$ cat src/rtl/frame_scaler_if.sv
// rtl/frame_scaler_if.sv - display-side and frame-buffer signals of frame_scaler
interface frame_scaler_if #(
  parameter int PIX_W  = 8,
  parameter int ADDR_W = 17
);
  logic [10:0]       hcount_in;
  logic [9:0]        vcount_in;
  logic [1:0]        scale_in;
  logic [ADDR_W-1:0] addr_out;
  logic [PIX_W-1:0]  frame_buff_in;
  logic [PIX_W-1:0]  cam_out;
  logic              cam_valid_out;
  logic [10:0]       hcount_out;
  logic [9:0]        vcount_out;

  modport master (
    output hcount_in, vcount_in, scale_in, frame_buff_in,
    input  addr_out, cam_out, cam_valid_out, hcount_out, vcount_out
  );

  modport slave (
    input  hcount_in, vcount_in, scale_in, frame_buff_in,
    output addr_out, cam_out, cam_valid_out, hcount_out, vcount_out
  );
endinterface

$ cat src/rtl/frame_scaler.sv
// rtl/frame_scaler.sv - integer upscaler (1x/2x/3x) reading a source frame buffer
// Addresses come from incremental column/row counters; pixels are realigned to the raster.
module frame_scaler #(
  parameter int PIX_W    = 8,
  parameter int SRC_W    = 320,
  parameter int SRC_H    = 240,
  parameter int ADDR_W   = 17,
  parameter int RD_LAT   = 2,
  parameter int H_ACTIVE = 1024,
  parameter int V_ACTIVE = 768
) (
  input logic           clk_in,
  input logic           rst_in,
  frame_scaler_if.slave bus
);

  localparam int HL1 = (SRC_W     < H_ACTIVE) ? SRC_W     : H_ACTIVE;
  localparam int HL2 = (SRC_W * 2 < H_ACTIVE) ? SRC_W * 2 : H_ACTIVE;
  localparam int HL3 = (SRC_W * 3 < H_ACTIVE) ? SRC_W * 3 : H_ACTIVE;
  localparam int VL1 = (SRC_H     < V_ACTIVE) ? SRC_H     : V_ACTIVE;
  localparam int VL2 = (SRC_H * 2 < V_ACTIVE) ? SRC_H * 2 : V_ACTIVE;
  localparam int VL3 = (SRC_H * 3 < V_ACTIVE) ? SRC_H * 3 : V_ACTIVE;

  localparam logic [ADDR_W-1:0] LINE_STEP = ADDR_W'(SRC_W);
  localparam logic [10:0]       COL_MAX   = 11'(SRC_W);
  localparam logic [9:0]        ROW_MAX   = 10'(SRC_H);

  logic [1:0]        scale_q, scale_d;
  logic              sync_q, sync_d;
  logic [10:0]       col_q, col_d, col_cur;
  logic [1:0]        csub_q, csub_d, csub_cur;
  logic [9:0]        row_q, row_d;
  logic [1:0]        rsub_q, rsub_d;
  logic [ADDR_W-1:0] base_q, base_d;
  logic [ADDR_W-1:0] addr_q, addr_d;
  logic [11:0]       h_lim;
  logic [10:0]       v_lim;
  logic [1:0]        s_last;
  logic              line_start, frame_start, in_region;

  logic [RD_LAT:0]       vld_dly_q;
  logic [RD_LAT:0][10:0] h_dly_q;
  logic [RD_LAT:0][9:0]  v_dly_q;
  logic [PIX_W-1:0]      cam_q;
  logic                  cam_vld_q;
  logic [10:0]           hout_q;
  logic [9:0]            vout_q;

  always_comb begin
    line_start  = (bus.hcount_in == 11'd0);
    frame_start = line_start && (bus.vcount_in == 10'd0);

    // A frame start uses the newly requested scale in the same cycle.
    scale_d = scale_q;
    sync_d  = sync_q;
    if (frame_start) begin
      sync_d  = 1'b1;
      scale_d = (bus.scale_in == 2'd3) ? 2'd1 : bus.scale_in + 2'd1;
    end
    s_last = scale_d - 2'd1;

    case (scale_d)
      2'd2:    begin h_lim = 12'(HL2); v_lim = 11'(VL2); end
      2'd3:    begin h_lim = 12'(HL3); v_lim = 11'(VL3); end
      default: begin h_lim = 12'(HL1); v_lim = 11'(VL1); end
    endcase
    in_region = sync_d && (12'(bus.hcount_in) < h_lim) && (11'(bus.vcount_in) < v_lim);

    row_d  = row_q;
    rsub_d = rsub_q;
    base_d = base_q;
    if (line_start) begin
      if (bus.vcount_in == 10'd0) begin
        row_d  = '0;
        rsub_d = '0;
        base_d = '0;
      end else if (rsub_q >= s_last) begin
        rsub_d = '0;
        if (row_q < ROW_MAX) begin
          row_d  = row_q + 10'd1;
          base_d = base_q + LINE_STEP;
        end
      end else begin
        rsub_d = rsub_q + 2'd1;
      end
    end

    col_cur  = line_start ? 11'd0 : col_q;
    csub_cur = line_start ? 2'd0  : csub_q;
    col_d    = col_cur;
    csub_d   = csub_cur;
    if (in_region) begin
      if (csub_cur >= s_last) begin
        csub_d = '0;
        col_d  = col_cur + 11'd1;
      end else begin
        csub_d = csub_cur + 2'd1;
      end
    end

    // Counter bounds keep the address inside the source frame even for broken raster sequences.
    addr_d = (in_region && (col_cur < COL_MAX) && (row_d < ROW_MAX))
           ? base_d + ADDR_W'(col_cur) : '0;
  end

  always_ff @(posedge clk_in or posedge rst_in) begin
    if (rst_in) begin
      scale_q   <= 2'd1;
      sync_q    <= 1'b0;
      col_q     <= '0;
      csub_q    <= '0;
      row_q     <= '0;
      rsub_q    <= '0;
      base_q    <= '0;
      addr_q    <= '0;
      vld_dly_q <= '0;
      h_dly_q   <= '0;
      v_dly_q   <= '0;
      cam_q     <= '0;
      cam_vld_q <= 1'b0;
      hout_q    <= '0;
      vout_q    <= '0;
    end else begin
      scale_q   <= scale_d;
      sync_q    <= sync_d;
      col_q     <= col_d;
      csub_q    <= csub_d;
      row_q     <= row_d;
      rsub_q    <= rsub_d;
      base_q    <= base_d;
      addr_q    <= addr_d;
      vld_dly_q <= {vld_dly_q[RD_LAT-1:0], in_region};
      h_dly_q   <= {h_dly_q[RD_LAT-1:0], (sync_d ? bus.hcount_in : 11'd0)};
      v_dly_q   <= {v_dly_q[RD_LAT-1:0], (sync_d ? bus.vcount_in : 10'd0)};
      // Last delay stage lines up with the frame-buffer data for the same pixel.
      cam_q     <= vld_dly_q[RD_LAT] ? bus.frame_buff_in : '0;
      cam_vld_q <= vld_dly_q[RD_LAT];
      hout_q    <= h_dly_q[RD_LAT];
      vout_q    <= v_dly_q[RD_LAT];
    end
  end

  assign bus.addr_out      = addr_q;
  assign bus.cam_out       = cam_q;
  assign bus.cam_valid_out = cam_vld_q;
  assign bus.hcount_out    = hout_q;
  assign bus.vcount_out    = vout_q;

endmodule
$ cat src/flat_wrapper.sv
// flat-port wrapper written by rule: the top's interface ports become plain ports
module frame_scaler_flat 
#(
  parameter int PIX_W    = 8,
  parameter int SRC_W    = 320,
  parameter int SRC_H    = 240,
  parameter int ADDR_W   = 17,
  parameter int RD_LAT   = 2,
  parameter int H_ACTIVE = 1024,
  parameter int V_ACTIVE = 768
)
  (clk_in, rst_in, bus_hcount_in, bus_vcount_in, bus_scale_in, bus_frame_buff_in, bus_addr_out, bus_cam_out, bus_cam_valid_out, bus_hcount_out, bus_vcount_out);
  frame_scaler_if #(.PIX_W(PIX_W), .ADDR_W(ADDR_W)) bus_i ();
  input logic clk_in;
  input logic rst_in;
  input wire logic [$bits(bus_i.hcount_in)-1:0] bus_hcount_in;
  input wire logic [$bits(bus_i.vcount_in)-1:0] bus_vcount_in;
  input wire logic [$bits(bus_i.scale_in)-1:0] bus_scale_in;
  input wire logic [$bits(bus_i.frame_buff_in)-1:0] bus_frame_buff_in;
  output wire logic [$bits(bus_i.addr_out)-1:0] bus_addr_out;
  output wire logic [$bits(bus_i.cam_out)-1:0] bus_cam_out;
  output wire logic [$bits(bus_i.cam_valid_out)-1:0] bus_cam_valid_out;
  output wire logic [$bits(bus_i.hcount_out)-1:0] bus_hcount_out;
  output wire logic [$bits(bus_i.vcount_out)-1:0] bus_vcount_out;
  assign bus_i.hcount_in = bus_hcount_in;
  assign bus_i.vcount_in = bus_vcount_in;
  assign bus_i.scale_in = bus_scale_in;
  assign bus_i.frame_buff_in = bus_frame_buff_in;
  assign bus_addr_out = bus_i.addr_out;
  assign bus_cam_out = bus_i.cam_out;
  assign bus_cam_valid_out = bus_i.cam_valid_out;
  assign bus_hcount_out = bus_i.hcount_out;
  assign bus_vcount_out = bus_i.vcount_out;
  frame_scaler #(.PIX_W(PIX_W), .SRC_W(SRC_W), .SRC_H(SRC_H), .ADDR_W(ADDR_W), .RD_LAT(RD_LAT), .H_ACTIVE(H_ACTIVE), .V_ACTIVE(V_ACTIVE)) u_core (.clk_in(clk_in), .rst_in(rst_in), .bus(bus_i));
endmodule
$ cat config.mk
export PLATFORM = sky130hd
export DESIGN_NAME = frame_scaler_flat
export DESIGN_NICKNAME = d
export VERILOG_FILES = /design/src/rtl/frame_scaler_if.sv /design/src/rtl/frame_scaler.sv /design/src/flat_wrapper.sv
export SDC_FILE = /design/constraint.sdc
export NUM_CORES = 1
export LEC_CHECK = 0
export BUFFER_PORTS_ARGS = -buffer_cell sky130_fd_sc_hd__buf_2
export CAP_MARGIN = 20
export CORE_ASPECT_RATIO = 2
export CORE_UTILIZATION = 45
export DETAILED_ROUTE_END_ITERATION = 16
export PLACE_DENSITY = 0.77
export SETUP_SLACK_MARGIN = 0.3
export SYNTH_ARGS = -nofsm -noshare
export SYNTH_HDL_FRONTEND = slang
export SYNTH_SLANG_ARGS = --single-unit
export TNS_END_PERCENT = 10
$ cat constraint.sdc
create_clock -name clk_in -period 5 [get_ports clk_in]
set_input_delay 0.75 -clock clk_in [delete_from_list [all_inputs] [get_ports clk_in]]
set_output_delay 0.75 -clock clk_in [all_outputs]
set_load 0.01 [all_outputs]
==> impl_metrics.tcl, run 1 <==
set metrics [dict create \
    p_leak_nw 3.94 \
    peakVddDrop_mv 0.229 \
    cts_tree "done" \
    place_ws_ns -0.0727 \
    synth_seq_area_share_pct 63.4 \
    synth_async_sr_flop_share_pct 100 \
    die-area_um2 14400 \
    fp.dieH_um 168 \
    grt_max_degree 159 \
    drt_iter0_drc 252 \
    drv_slew 0 \
    slowest_delay_ns 0.42 \
    vias_per_cell 5.46 \
    rows 60 \
    syn_area_um2 6230 \
    grt_overflow_total 0 \
    placement.io_buffers 79 \
    synth_nets 574 \
    dr.pass1.iters 5 \
    drc 0 \
    synthAdderAreaFrac_pct 5.74 \
    fin_skew_ns 0.0132 \
    synth_seq_cells 158 \
    relSlewSlack_pct 40.4 \
    synth_xor_area_share_pct 4.64 \
    synth_top_area_share_pct 63.0 \
    finalCritPeriodShare_pct 92.0 \
    clockBufferDepth 2 \
    grt_first_pass_wirelength_mm 21.7 \
    hold_class "reg2reg" \
    num_antenna_cells 0 \
    powerDensity_nw_per_um2 342 \
    outcome "completed" \
    clock-sinks 158 \
    core_area_um2 13500 \
    synth_top_family_by_area "simple AND/OR/NAND/NOR gates" \
    antenna_left 0 \
    path_class "in2reg" \
    worst_slew_pin_slew_ns 0.891 \
    rsz0062_at_grt "true" \
    crit_fanout 5 \
    yosysUniqueCellTypes 54 \
    grtUsageTotal_pct 19.9 \
    antenna_found_initial 0 \
    yosysMostFrequentCell "dfrtp_1" \
    instances_no_fill 799 \
    cpMaxStageDelayCell "or4_1" \
    arrival_ns 4.94 \
    post_drt_wl_per_cell_um 16.6 \
    synth_simple_gate_area_share_pct 17.3 \
    cts_inserted_buffers 17 \
    start_util_pct 46.1 \
    synth_compound_area_share_pct 6.46 \
    setup_viol 0 \
    worst_slack_ns 0.401 \
    fin_util_pct 57.5 \
    synthFlopType "dfrtp_1" \
    drive_above_1_share_pct 27.5 \
    yosysTopAreaCell "dfrtp_1" \
    startpoint_type "input pin" \
    wl_mm 13.3 \
    fmax_mhz 217 \
    required_ns 5.34 \
    place.gp.congestion 0.846 \
    syn_inst 513 \
    fin_setup_tns_ns 0 \
    crit_path_cell_trace "buf_2, nor4_4, nand3_2, or2_4, nand2_2, o21ai_4, ha_4, ha_4, a21oi_2, or3_4, nor3b_2, xnor2_1, nor2_1, ha_1, nand3_1, o2111ai_2, or3b_4, or4_1, a21oi_2" \
    synth.top_cells.by_count "157 x dfrtp_1, 54 x nor2_1, 40 x and2_1, 27 x ha_1" \
    hpwl_mm 8.88 \
    hold_viol 0 \
    path_clk_slew_ns 0.07 \
    synth.avg_cell_area_um2 12.2 \
    period_minus_slack_ns 4.60 \
    io_pins 80 \
    maxCapViolCount 0 \
    yosys-top-cells-area "dfrtp_1 63%, ha_1 5.4%, and2_1 4.0%, nor2_1 3.3%, xnor2_1 3.1%" \
    yosys_warnings 0 \
    place_inst 764 \
    end_kind "flop" \
    grt_pass1_vias 4603 \
    cts_root_buf "clkbuf_16" \
    fp.dieW_um 85.2 \
    num_vias 4359 \
    nets 692 \
    clock_latency_ns 0.42 \
    muxShareOfSynthArea_pct 0.562 \
    area_delta_synth_final_pct 24.6 \
    htreeDepth 4 \
    synth-edff-count 0 \
]
[sequential cells by signal, indices dropped and copies added, names as in the netlist, 2 cells and up]
name                   flops
u_core.v_dly_q            30
u_core.bus.cam_out         8
u_core.rsub_q              2
u_core.row_q              10
u_core.bus.vcount_out     10
u_core.bus.addr_out       17
u_core.scale_q             2
u_core.h_dly_q            33
u_core.bus.hcount_out     11
u_core.csub_q              2
u_core.col_q              11
u_core.base_q             17
u_core.vld_dly_q           3
[worst paths after layout]
path                               startpoint                       end  slack [ns]  cells past startpoint
max                          bus_hcount_in[5]   u_core.bus.addr_out[16]        0.40                     19
min                        u_core.v_dly_q[25]  u_core.bus.vcount_out[5]        0.35                      0
max reg2reg                 u_core.scale_q[0]   u_core.bus.addr_out[16]        1.07                     15
min reg2reg                u_core.v_dly_q[25]  u_core.bus.vcount_out[5]        0.35                      0
max in group asynchronous              rst_in           u_core.row_q[0]        3.84                      3
min in group asynchronous              rst_in  u_core.bus.vcount_out[3]        0.55                      3
[layer usage]
metal	track usage, %	share of wire (%)	vias to the layer above
li1	-	-	1991
met1	19.7	35	2191
met2	37.6	58	142
met3	3.41	3.3	35
met4	11.7	3.3	0
met5	0	0	-
[cells by family (layout without fill, tap and decap cells)]
logic type      Yosys count  count (layout)
xor+xnor                 33              33
flops                   158             158
simple gates            198             198
fa+ha+maj                28              28
buf+inv                  28             159
compound gates           65              65
mux                       3               3
[cell type report]
cell class	instances	area [um2]
Sequential cell	158	3960
Fill cell	1038	5750
Timing Repair Buffer	110	644
Tap cell	155	194
Inverter	17	67.6
Multi-Input combinational cell	327	2290
Clock inverter	15	193
Clock buffer	17	425
[power by group]
group | switching (mW) | internal [mW]
sequential | 0.000219 | 1.28
combinational | 0.0408 | 0.0195
clock | 0.597 | 0.724
[placed cells by master (no fill, tap or decap), types with 13 or more instances in the layout]
cell | synthesis | final
nand3_1 | 14 | 14
buf_2 | 3 | 79
inv_1 | 17 | 15
and2_1 | 40 | 40
nor2_1 | 54 | 53
dfrtp_1 | 157 | 157
o21ai_0 | 17 | 16
a21oi_1 | 19 | 16
clkbuf_16 | 0 | 17
xnor2_1 | 22 | 22
nor3_1 | 15 | 13
ha_1 | 27 | 23
buf_4 | 0 | 29
nand2_1 | 22 | 21
[worst max-delay path: cells and delay by family]
family	cells	cell delay, ns
AOI/OAI and AO/OA	4	0.50
and+or+nand+nor	10	2.59
adders and majority gates	3	0.83
buffers and inverters	1	0.13
xor gates and xnor gates	1	0.13
[what timing repair did]
item,in CTS,in global routing
hold buffers,0,0
resized for setup,0,10
setup endpoints to repair,0,4
buffers inserted,0,3
[through the flow]
step / instance area [um2] / power (mW) / hold WS [ns]
floorplan: 6330 / 1.33 / 0.331
CTS: 7710 / 2.69 / 0.347
detailed placement: 7090 / 1.36 / 0.335
global placement: 7090 / 1.36 / 0.332
finish: 7770 / 2.66 / 0.345
global route: 7770 / 2.75 / 0.351
No activity file was read; power rests on OpenSTA's default activity.
==> run 2, diff against run 1 <==
--- a/config.mk
+++ b/config.mk
@@ -12,6 +12,7 @@
 export DETAILED_ROUTE_END_ITERATION = 16
 export PLACE_DENSITY = 0.77
 export SETUP_SLACK_MARGIN = 0.3
+export SKIP_LAST_GASP = 1
 export SYNTH_ARGS = -nofsm -noshare
 export SYNTH_HDL_FRONTEND = slang
 export SYNTH_SLANG_ARGS = --single-unit
==> constraint.sdc (replaced) <==
create_clock -name clk_in -period 3.9 [get_ports clk_in]
set_input_delay 0.585 -clock clk_in [delete_from_list [all_inputs] [get_ports clk_in]]
set_output_delay 0.585 -clock clk_in [all_outputs]
set_load 0.01 [all_outputs]
==> run 2 against run 1 <==
  * The run now ends with negative setup slack left
  * Worst hold slack worse by 0.0027 ns
  * Setup slack worse by 0.79 ns
  * Non-clock buffer count increased by 37
  * Utilization grew 2.9 points
  * Cell area is 5.1% higher
  * Combinational power is 46% higher
  * Clock-buffer cell count is 1 higher
  * Sequential cell count stayed put
  * Cell count increased by 4.8%
  * Die area unchanged
  * Sequential share of layout area fell by 2.5 points
  * Critical path type unchanged
==> impl_metrics.tcl, run 2 (synthesis gave the netlist of run 1 again) <==
set metrics [dict create \
    post_drt_wl_per_cell_um 16.3 \
    largest_reg_flops 33 \
    wl_mm 13.6 \
    path_class "in2reg" \
    cpMaxStageDelayCell "or4_4" \
    vias_per_cell 5.31 \
    path_buf_inv 2 \
    internal_power_mw 2.55 \
    placement.io_buffers 79 \
    p_leak_nw 4.15 \
    fin_setup_tns_ns -1.06 \
    drv_slew 0 \
    grt_first_pass_wirelength_mm 22.6 \
    antenna_left 0 \
    period_minus_slack_ns 4.28 \
    cts_tree "done" \
    crit_path_cell_trace "buf_6, nor4_4, nand3_2, or2_4, o21ai_4, ha_4, ha_4, a21oi_4, or3_4, nor3b_2, xnor2_1, nor2_1, ha_1, buf_4, nand2_1, o2111ai_2, or3b_4, or4_4, a21oi_2" \
    violations "negative setup slack" \
    end_kind "flop" \
    outcome "complete, but fails checks" \
    slowest_delay_ns 0.42 \
    cts_inserted_buffers 17 \
    setup_viol 5 \
    htreeDepth 4 \
    area_delta_synth_final_pct 31.0 \
    arrival_ns 4.65 \
    io_pins 80 \
    worst_slack_ns -0.385 \
    fin_skew_ns 0.0120 \
    hpwl_mm 9.29 \
    fp.dieW_um 85.2 \
    nets 729 \
    rsz0062_at_grt "true" \
    grt_overflow_total 0 \
    required_ns 4.27 \
    drive_above_1_share_pct 32.6 \
    top_register "u_core.h_dly_q" \
    grt_pass1_vias 4824 \
    rows 60 \
    reg.largest.list "u_core.h_dly_q x33, u_core.v_dly_q x30" \
    worst_slew_pin_slew_ns 0.947 \
    p_clk_share_pct 48.7 \
    path_clk_slew_ns 0.07 \
    maxCapViolCount 0 \
    fillCellCount 1020 \
    instances_no_fill 837 \
    place_inst 796 \
    post_dp_cell_area_um2 7360 \
    critPathMostFrequentCell "ha_4" \
    final_common_cell "dfrtp_1" \
    drt_iter0_drc 164 \
    hold_viol 0 \
    stdcell_area_um2 8170 \
    combPwrFrac_pct 2.6 \
    grtUsageTotal_pct 20.8 \
    num_vias 4442 \
    peakVddDrop_mv 0.321 \
    power_switching_mw 0.814 \
    finalCritPeriodShare_pct 110 \
    start_util_pct 46.1 \
    powerDensity_nw_per_um2 412 \
    relSlewSlack_pct 36.6 \
    die-area_um2 14400 \
    hold_class "reg2reg" \
    place.gp.congestion 0.918 \
    clock-sinks 158 \
    dr.pass1.iters 4 \
    p_seq_share_pct 48.7 \
    drc 0 \
    clockBufferDepth 2 \
    hold_buffers 0 \
    cts_root_buf "clkbuf_16" \
    clock_latency_ns 0.43 \
    critical_path.top_delay_family "simple AND/OR/NAND/NOR gates" \
    antenna_found_initial 1 \
    fmax_mhz 233 \
    grt_max_degree 159 \
    swShare_pct 24.2 \
    final_cell_mix "157 x dfrtp_1, 76 x buf_2, 65 x buf_4" \
    startpoint_type "input pin" \
    core_area_um2 13500 \
    crit_fanout 5 \
    fp.dieH_um 168 \
]
-- run 2: final cells by class --
cell class	instances	area (um2)	share of cell area, %
Antenna cell	1	2.50	0.0306
Inverter	17	67.6	0.827
Clock inverter	14	168	2.05
Sequential cell	158	3960	48.4
Multi-Input combinational cell	327	2380	29.2
Clock buffer	18	439	5.38
Timing Repair Buffer	147	957	11.7
Tap cell	155	194	2.38
-- run 2: what timing repair did --
item / CTS / global route
setup endpoints to repair: 28 / 30
buffers inserted: 7 / 1
pin swaps: 25 / 10
resized for setup: 24 / 4
-- run 2: final timing paths --
check,from,to,slack (ns),depth (start not counted)
max in group asynchronous,rst_in,u_core.v_dly_q[6],2.93,3
min reg2reg,u_core.v_dly_q[6],u_core.v_dly_q[16],0.34,0
min,u_core.v_dly_q[6],u_core.v_dly_q[16],0.34,0
max reg2reg,u_core.scale_q[0],u_core.bus.addr_out[16],0.06,16
min in group asynchronous,rst_in,u_core.bus.hcount_out[1],0.41,3
max,bus_hcount_in[8],u_core.bus.addr_out[16],-0.38,19
-- run 2: layer usage --
layer / GRT usage, % / part of all wire, % / vias up
met5: 0 / 0 / -
met4: 13.3 / 4.8 / 0
met1: 20.4 / 35 / 2171
li1: - / - / 2060
met3: 5.02 / 3.6 / 53
met2: 38.1 / 56 / 158
-- run 2: stage by stage --
stage / power [mW] / hold slack (ns) / worst slack (ns) / util [%]
floorplan: 1.71 / 0.331 / -0.879 / -
global placement: 1.75 / 0.332 / -0.885 / 54.5
detailed placement: 1.75 / 0.335 / -1.10 / 54.5
CTS: 3.40 / 0.341 / -0.489 / 60.2
global route: 3.48 / 0.346 / -0.565 / 60.4
finish: 3.37 / 0.343 / -0.385 / 60.4
-- run 2: worst reg2reg max path, cell delays in order, from the launching register on --
cell,delay (ns)
dfstp_2,0.52
nor2_1,0.04
a21oi_2,0.21
ha_4,0.26
ha_4,0.28
a21oi_4,0.06
or3_4,0.41
nor3b_2,0.19
xnor2_1,0.14
nor2_1,0.09
ha_1,0.34
buf_4,0.13
nand2_1,0.07
o2111ai_2,0.09
or3b_4,0.40
or4_4,0.42
a21oi_2,0.13
-- run 2: power groups by stage --
stage	clock network, mW	registers, mW	logic [mW]
6_report	1.64	1.64	0.0882
5_1_grt	1.74	1.64	0.0994
4_1_cts	1.67	1.64	0.0891
3_5_place_dp	0	1.67	0.0836
3_3_place_gp	0	1.67	0.0802
2_1_floorplan	0	1.67	0.0366
